$ cat config.mk
export PLATFORM = sky130hd
export DESIGN_NAME = run_ctrl
export DESIGN_NICKNAME = d
export VERILOG_FILES = /design/src/rtl/run_ctrl_pkg.sv /design/src/rtl/run_ctrl_ce_divider.sv /design/src/rtl/run_ctrl.sv
export SDC_FILE = /design/constraint.sdc
export NUM_CORES = 1
export LEC_CHECK = 0
export CORE_UTILIZATION = 37
export DETAILED_ROUTE_END_ITERATION = 12
export PLACE_DENSITY = 0.82
export RECOVER_POWER = 100
export SKIP_CTS_REPAIR_TIMING = 1
export SLEW_MARGIN = 20
export SYNTH_ARGS = -nofsm -noshare
export SYNTH_HDL_FRONTEND = slang
export SYNTH_SLANG_ARGS = --single-unit
export TNS_END_PERCENT = 30
$ cat constraint.sdc
create_clock -name clock -period 1.52 [get_ports clock]
set_input_delay 0.304 -clock clock [delete_from_list [all_inputs] [get_ports clock]]
set_output_delay 0.304 -clock clock [all_outputs]
set_load 0.1 [all_outputs]
$ cat src/rtl/run_ctrl_pkg.sv
// run_ctrl_pkg: FSM state encoding and parameter legality checks for run_ctrl.
package run_ctrl_pkg;

   typedef enum logic [1:0] {
      S_IDLE = 2'd0,
      S_RUN  = 2'd1,
      S_STEP = 2'd2,
      S_HALT = 2'd3
   } state_e;

   function automatic bit div_ok(input int div);
      return div >= 2;
   endfunction

   function automatic bit phase_ok(input int div, input int phase);
      return phase >= 0 && phase <= div - 2;
   endfunction

endpackage

$ cat src/rtl/run_ctrl_ce_divider.sv
// ce_divider: board-cycle divider for run_ctrl; strobes look one cycle ahead so
// the enables that use them can be registered.
module ce_divider #(
   parameter int DIV       = 4,
   parameter int MEM_PHASE = 1
) (
   input  logic clock,
   input  logic reset,
   output logic zero_o,
   output logic mem_nxt_o,
   output logic last_nxt_o
);

   localparam int DW = $clog2(DIV);

   logic [DW-1:0] div_q, div_d;

   always_comb div_d = (div_q == DW'(DIV - 1)) ? '0 : div_q + DW'(1);

   always_ff @(posedge clock or negedge reset) begin
      if (!reset) div_q <= '0;
      else        div_q <= div_d;
   end

   assign zero_o     = div_q == '0;
   assign mem_nxt_o  = div_d == DW'(MEM_PHASE);
   assign last_nxt_o = div_d == DW'(DIV - 1);

endmodule

$ cat src/rtl/run_ctrl.sv
// run_ctrl: run/step/breakpoint clock-enable controller for the single-cycle CPU.
// Define RUN_CTRL_CYCLE_COUNT_EN to build the retired-cycle counter.
module run_ctrl
   import run_ctrl_pkg::*;
#(
   parameter int DIV       = 4,
   parameter int MEM_PHASE = 1,
   parameter int ADDR_W    = 8,
   parameter int CNT_W     = 16
) (
   input  logic              clock,
   input  logic              reset,
   input  logic              run,
   input  logic              step,
   input  logic              bp_valid,
   input  logic [ADDR_W-1:0] bp_addr,
   input  logic [ADDR_W-1:0] i_addr,
   output logic              cpu_ce,
   output logic              mem_ce,
   output logic              cpu_start,
   output logic              running,
   output logic              halted,
   output logic [CNT_W-1:0]  cycle_count
);

   if (!div_ok(DIV)) begin : g_bad_div
      $fatal(1, "run_ctrl: DIV must be >= 2");
   end
   if (!phase_ok(DIV, MEM_PHASE)) begin : g_bad_phase
      $fatal(1, "run_ctrl: MEM_PHASE must be in 0..DIV-2");
   end

   logic   zero, mem_nxt, last_nxt;
   state_e state_q, state_d;
   logic   grant_q, grant_d, step_pend_q, step_pend_d, bp_skip_q, bp_skip_d;
   logic   first_q, first_d, cpu_ce_d, mem_ce_d, start_d, stp, hit, leave_idle;

   ce_divider #(.DIV(DIV), .MEM_PHASE(MEM_PHASE)) u_div (
      .clock     (clock),
      .reset     (reset),
      .zero_o    (zero),
      .mem_nxt_o (mem_nxt),
      .last_nxt_o(last_nxt)
   );

   always_comb begin
      stp         = step_pend_q | step;
      hit         = bp_valid && i_addr == bp_addr && !bp_skip_q;
      state_d     = state_q;
      grant_d     = grant_q;
      step_pend_d = stp;
      bp_skip_d   = bp_skip_q;
      if (zero) begin
         step_pend_d = 1'b0;
         bp_skip_d   = 1'b0;
         case (state_q)
            S_IDLE: begin
               state_d = run ? S_RUN : stp ? S_STEP : S_IDLE;
               grant_d = run | stp;
            end
            S_RUN: begin
               state_d = (!run || hit) ? S_HALT : S_RUN;
               grant_d = run && !hit;
            end
            S_STEP: begin
               state_d = S_HALT;
               grant_d = 1'b0;
            end
            default: begin
               state_d   = run ? S_RUN : stp ? S_STEP : S_HALT;
               grant_d   = run | stp;
               bp_skip_d = run | stp;
            end
         endcase
      end
      leave_idle = zero && state_q == S_IDLE && grant_d;
      cpu_ce_d   = grant_d && last_nxt;
      mem_ce_d   = grant_d && mem_nxt;
      start_d    = (first_q | leave_idle) && cpu_ce_d;
      first_d    = (first_q | leave_idle) && !cpu_ce_d;
   end

   always_ff @(posedge clock or negedge reset) begin
      if (!reset) begin
         state_q     <= S_IDLE;
         grant_q     <= 1'b0;
         step_pend_q <= 1'b0;
         bp_skip_q   <= 1'b0;
         first_q     <= 1'b0;
         cpu_ce      <= 1'b0;
         mem_ce      <= 1'b0;
         cpu_start   <= 1'b0;
         running     <= 1'b0;
         halted      <= 1'b0;
      end else begin
         state_q     <= state_d;
         grant_q     <= grant_d;
         step_pend_q <= step_pend_d;
         bp_skip_q   <= bp_skip_d;
         first_q     <= first_d;
         cpu_ce      <= cpu_ce_d;
         mem_ce      <= mem_ce_d;
         cpu_start   <= start_d;
         running     <= state_d == S_RUN;
         halted      <= state_d == S_HALT;
      end
   end

`ifdef RUN_CTRL_CYCLE_COUNT_EN
   logic [CNT_W-1:0] cnt_q;
   always_ff @(posedge clock or negedge reset) begin
      if (!reset) cnt_q <= '0;
      else        cnt_q <= cnt_q + CNT_W'(cpu_ce);
   end
   assign cycle_count = cnt_q;
`else
   assign cycle_count = '0;
`endif

endmodule

==> results.yml <==
synth:
  synth-async-reset-ratio_pct: 100
  synthTopCellsByArea: "dfrtp_1, buf_4, ha_1"
  synth_cell_types: 31
  synth_top_area_share_pct: 35.0
  yosysSeqAreaShare_pct: 35.0
  synthCells: 96
  synth_edf_count: 0
  synth_area_um2: 930
  ys_ff_latch: 13
  ys_warn_count: 0
  syn_area_per_cell_um2: 9.68
  synth_area_leader_cell: "dfrtp_1"
  synth_flop_cell: "dfrtp_1"
final_layout:
  fin_area_um2: 1390
  syn_to_final_growth_pct: 49.5
  nNetsFinal: 166
  layout-drive-gt1-share_pct: 30.1
  n_antenna_cell: 0
  final_core_util_pct: 60.5
grt:
  met2_usage_pct: 29.9
  gr-usage-met1_pct: 16.4
  grt_max_degree: 14
  met3_usage_pct: 3.51
  antenna_found_initial: 0
  busiest_layer: "met2"
  grt_usage_pct: 16.6
  overflow: 0
  grt_pass1_wl_um: 3190
  grt_pass1_vias: 793
floorplan:
  die_h_um: 52.1
  io_pins: 42
  core_um2: 2300
  die_w_um: 52.1
  initial_core_util_pct: 40.5
  dieArea_um2: 2720
  num_rows: 17
placement:
  post-dp-hpwl_um: 1530
  io_buffers: 25
  post_dp_cell_area_um2: 1270
  gp_congestion: 0.943
run_status:
  status: "finished with violations"
  violations: "negative setup slack"
sta:
  clock_skew_ns: 0.0115
  final-setup-viol-count: 7
  tns_ns: -0.601
  max-slew-margin-rel_pct: 53.3
  layout_setup_ws_ns: -0.149
  hold_viol_final: 0
  drv_slew: 0
  rsz0062_at_grt: "true"
  period_share_pct: 110
  fmax_mhz: 599
  tightest_slew_ns: 0.701
  layout_min_cycle_time_ns: 1.67
clock_network:
  clock_path_buffers: 2
  cts.htree.levels: 1
  root_buffer: "clkbuf_4"
  cts_sinks: 13
  cts_tree: "built"
  cts.clk_slew.worst_paths_ns: 0.09
  clkLatencyLatePin_ns: 0.29
  numCtsBuffers: 3
power:
  irDropWorstVdd_v: 0.00102
  powerDensity_nw_per_um2: 1590
  report.power.total_w: 0.00221
  leakagePower_nw: 0.618
detailed_routing:
  first_pass_iters: 4
  first_iter_violations: 6
  ant_nets: 0
  vias: 764
  wl_per_cell_um: 12.8
  via_per_inst: 4.66
  drt-total-wl_um: 2110
  drc_errors: 0
setup_path:
  crit_type: "flip-flop to flip-flop"
  cp.required_ns: 1.71
  reg2regPathDepth: 6
  startpoint: "state_q[0]"
  startpoint_type: "flip-flop"
  worst_setup_path_end_kind: "flip-flop"
  r2r_start: "state_q[0]"
  timing.rr.end: "halted"
  cp-endpoint: "halted"
  cp_data_arrival_time_ns: 1.86
  critPathMaxFanout: 4
  r2r_slack_ns: -0.15
run:
  maxCapViolations: 0
min_path:
  hp-class: "flip-flop to flip-flop"
## power breakdown
group          switching [W]  internal [W]
sequential         0.0000987      0.000450
clock               0.000126      0.000102
combinational       0.000873      0.000563
total                0.00110       0.00112
## worst min path at each step
stage | start | to | slack, ns | cells after the start
finish | first_q | first_q | 0.53 | 2
global route | bp_skip_q | bp_skip_q | 0.57 | 2
floorplan | reset | bp_skip_q | 0.008 | 0
global placement | first_q | first_q | 0.49 | 2
detailed placement | first_q | first_q | 0.51 | 2
CTS | reset | bp_skip_q | 0.32 | 2
## critical path, cell delays in order (launching register included)
cell      delay (ns)
dfrtp_2         0.46
inv_2           0.10
ha_2            0.30
a211oi_1        0.21
a211oi_1        0.10
a21oi_2         0.16
and2b_2         0.23
## synthesized netlist by cell type, types with 2 or more instances
master / number
xnor2_1: 5
inv_1: 9
buf_4: 16
a211oi_1: 2
nand4_1: 3
and2_1: 4
nor3_1: 2
ha_1: 8
o21ai_2: 2
nor2_1: 6
nand2_1: 3
dfrtp_1: 13
a21oi_1: 3
xor2_1: 3
## metal layers
metal  wire (um)  vias to the layer above
met4          57                        0
li1            -                      363
met3         135                        6
met2        1090                       36
met1         819                      359
met5           0                        -
## through the flow
stage	cells	worst slack (ns)	hold slack (ns)
detailed placement	157	-0.331	0.505
global route	164	-0.287	0.569
global placement	157	-0.311	0.494
CTS	161	-0.188	0.322
floorplan	111	0.00437	0.00841
finish	164	-0.149	0.531
## cell type report
type                       count  area, um^2
inverter                       9        33.8
fill                         194         907
timing repair buffer          38         393
clock buffer                   4        26.3
multi-input combinational     72         574
tap                           28        35.0
sequential                    13         328
## cells in the final DEF, fill, tap and decap left out, types with 3 or more instances in the layout
cell type / n
ha_1: 3
dfrtp_1: 11
xnor2_1: 5
inv_1: 8
nand4_1: 3
clkdlybuf4s50_1: 18
a21oi_2: 3
nor2_1: 6
clkbuf_4: 4
buf_4: 10
ha_2: 3
xor2_1: 3
and2_1: 4
clkbuf_1: 3
buf_12: 5
nand2_1: 3
conb_1: 16
## sequential cells by signal, summed over array words and instances (netlist names)
| name | cells |
|---|---|
| cpu_ce | 1 |
| first_q | 1 |
| cpu_start | 1 |
| halted | 1 |
| step_pend_q | 1 |
| state_q | 2 |
| running | 1 |
| mem_ce | 1 |
| bp_skip_q | 1 |
| u_div.div_q | 2 |
| grant_q | 1 |
## cell families after synthesis
family	count (synthesis)	synth area share [%]
DFF	13	35.0
xor gates and xnor gates	8	7.54
and+or+nand+nor	27	18.2
buffers and inverters	26	17.1
adders and majority gates	8	10.8
other	1	0.403
AOI/OAI and AO/OA	13	11.0
(Power assumes the default switching activity.)
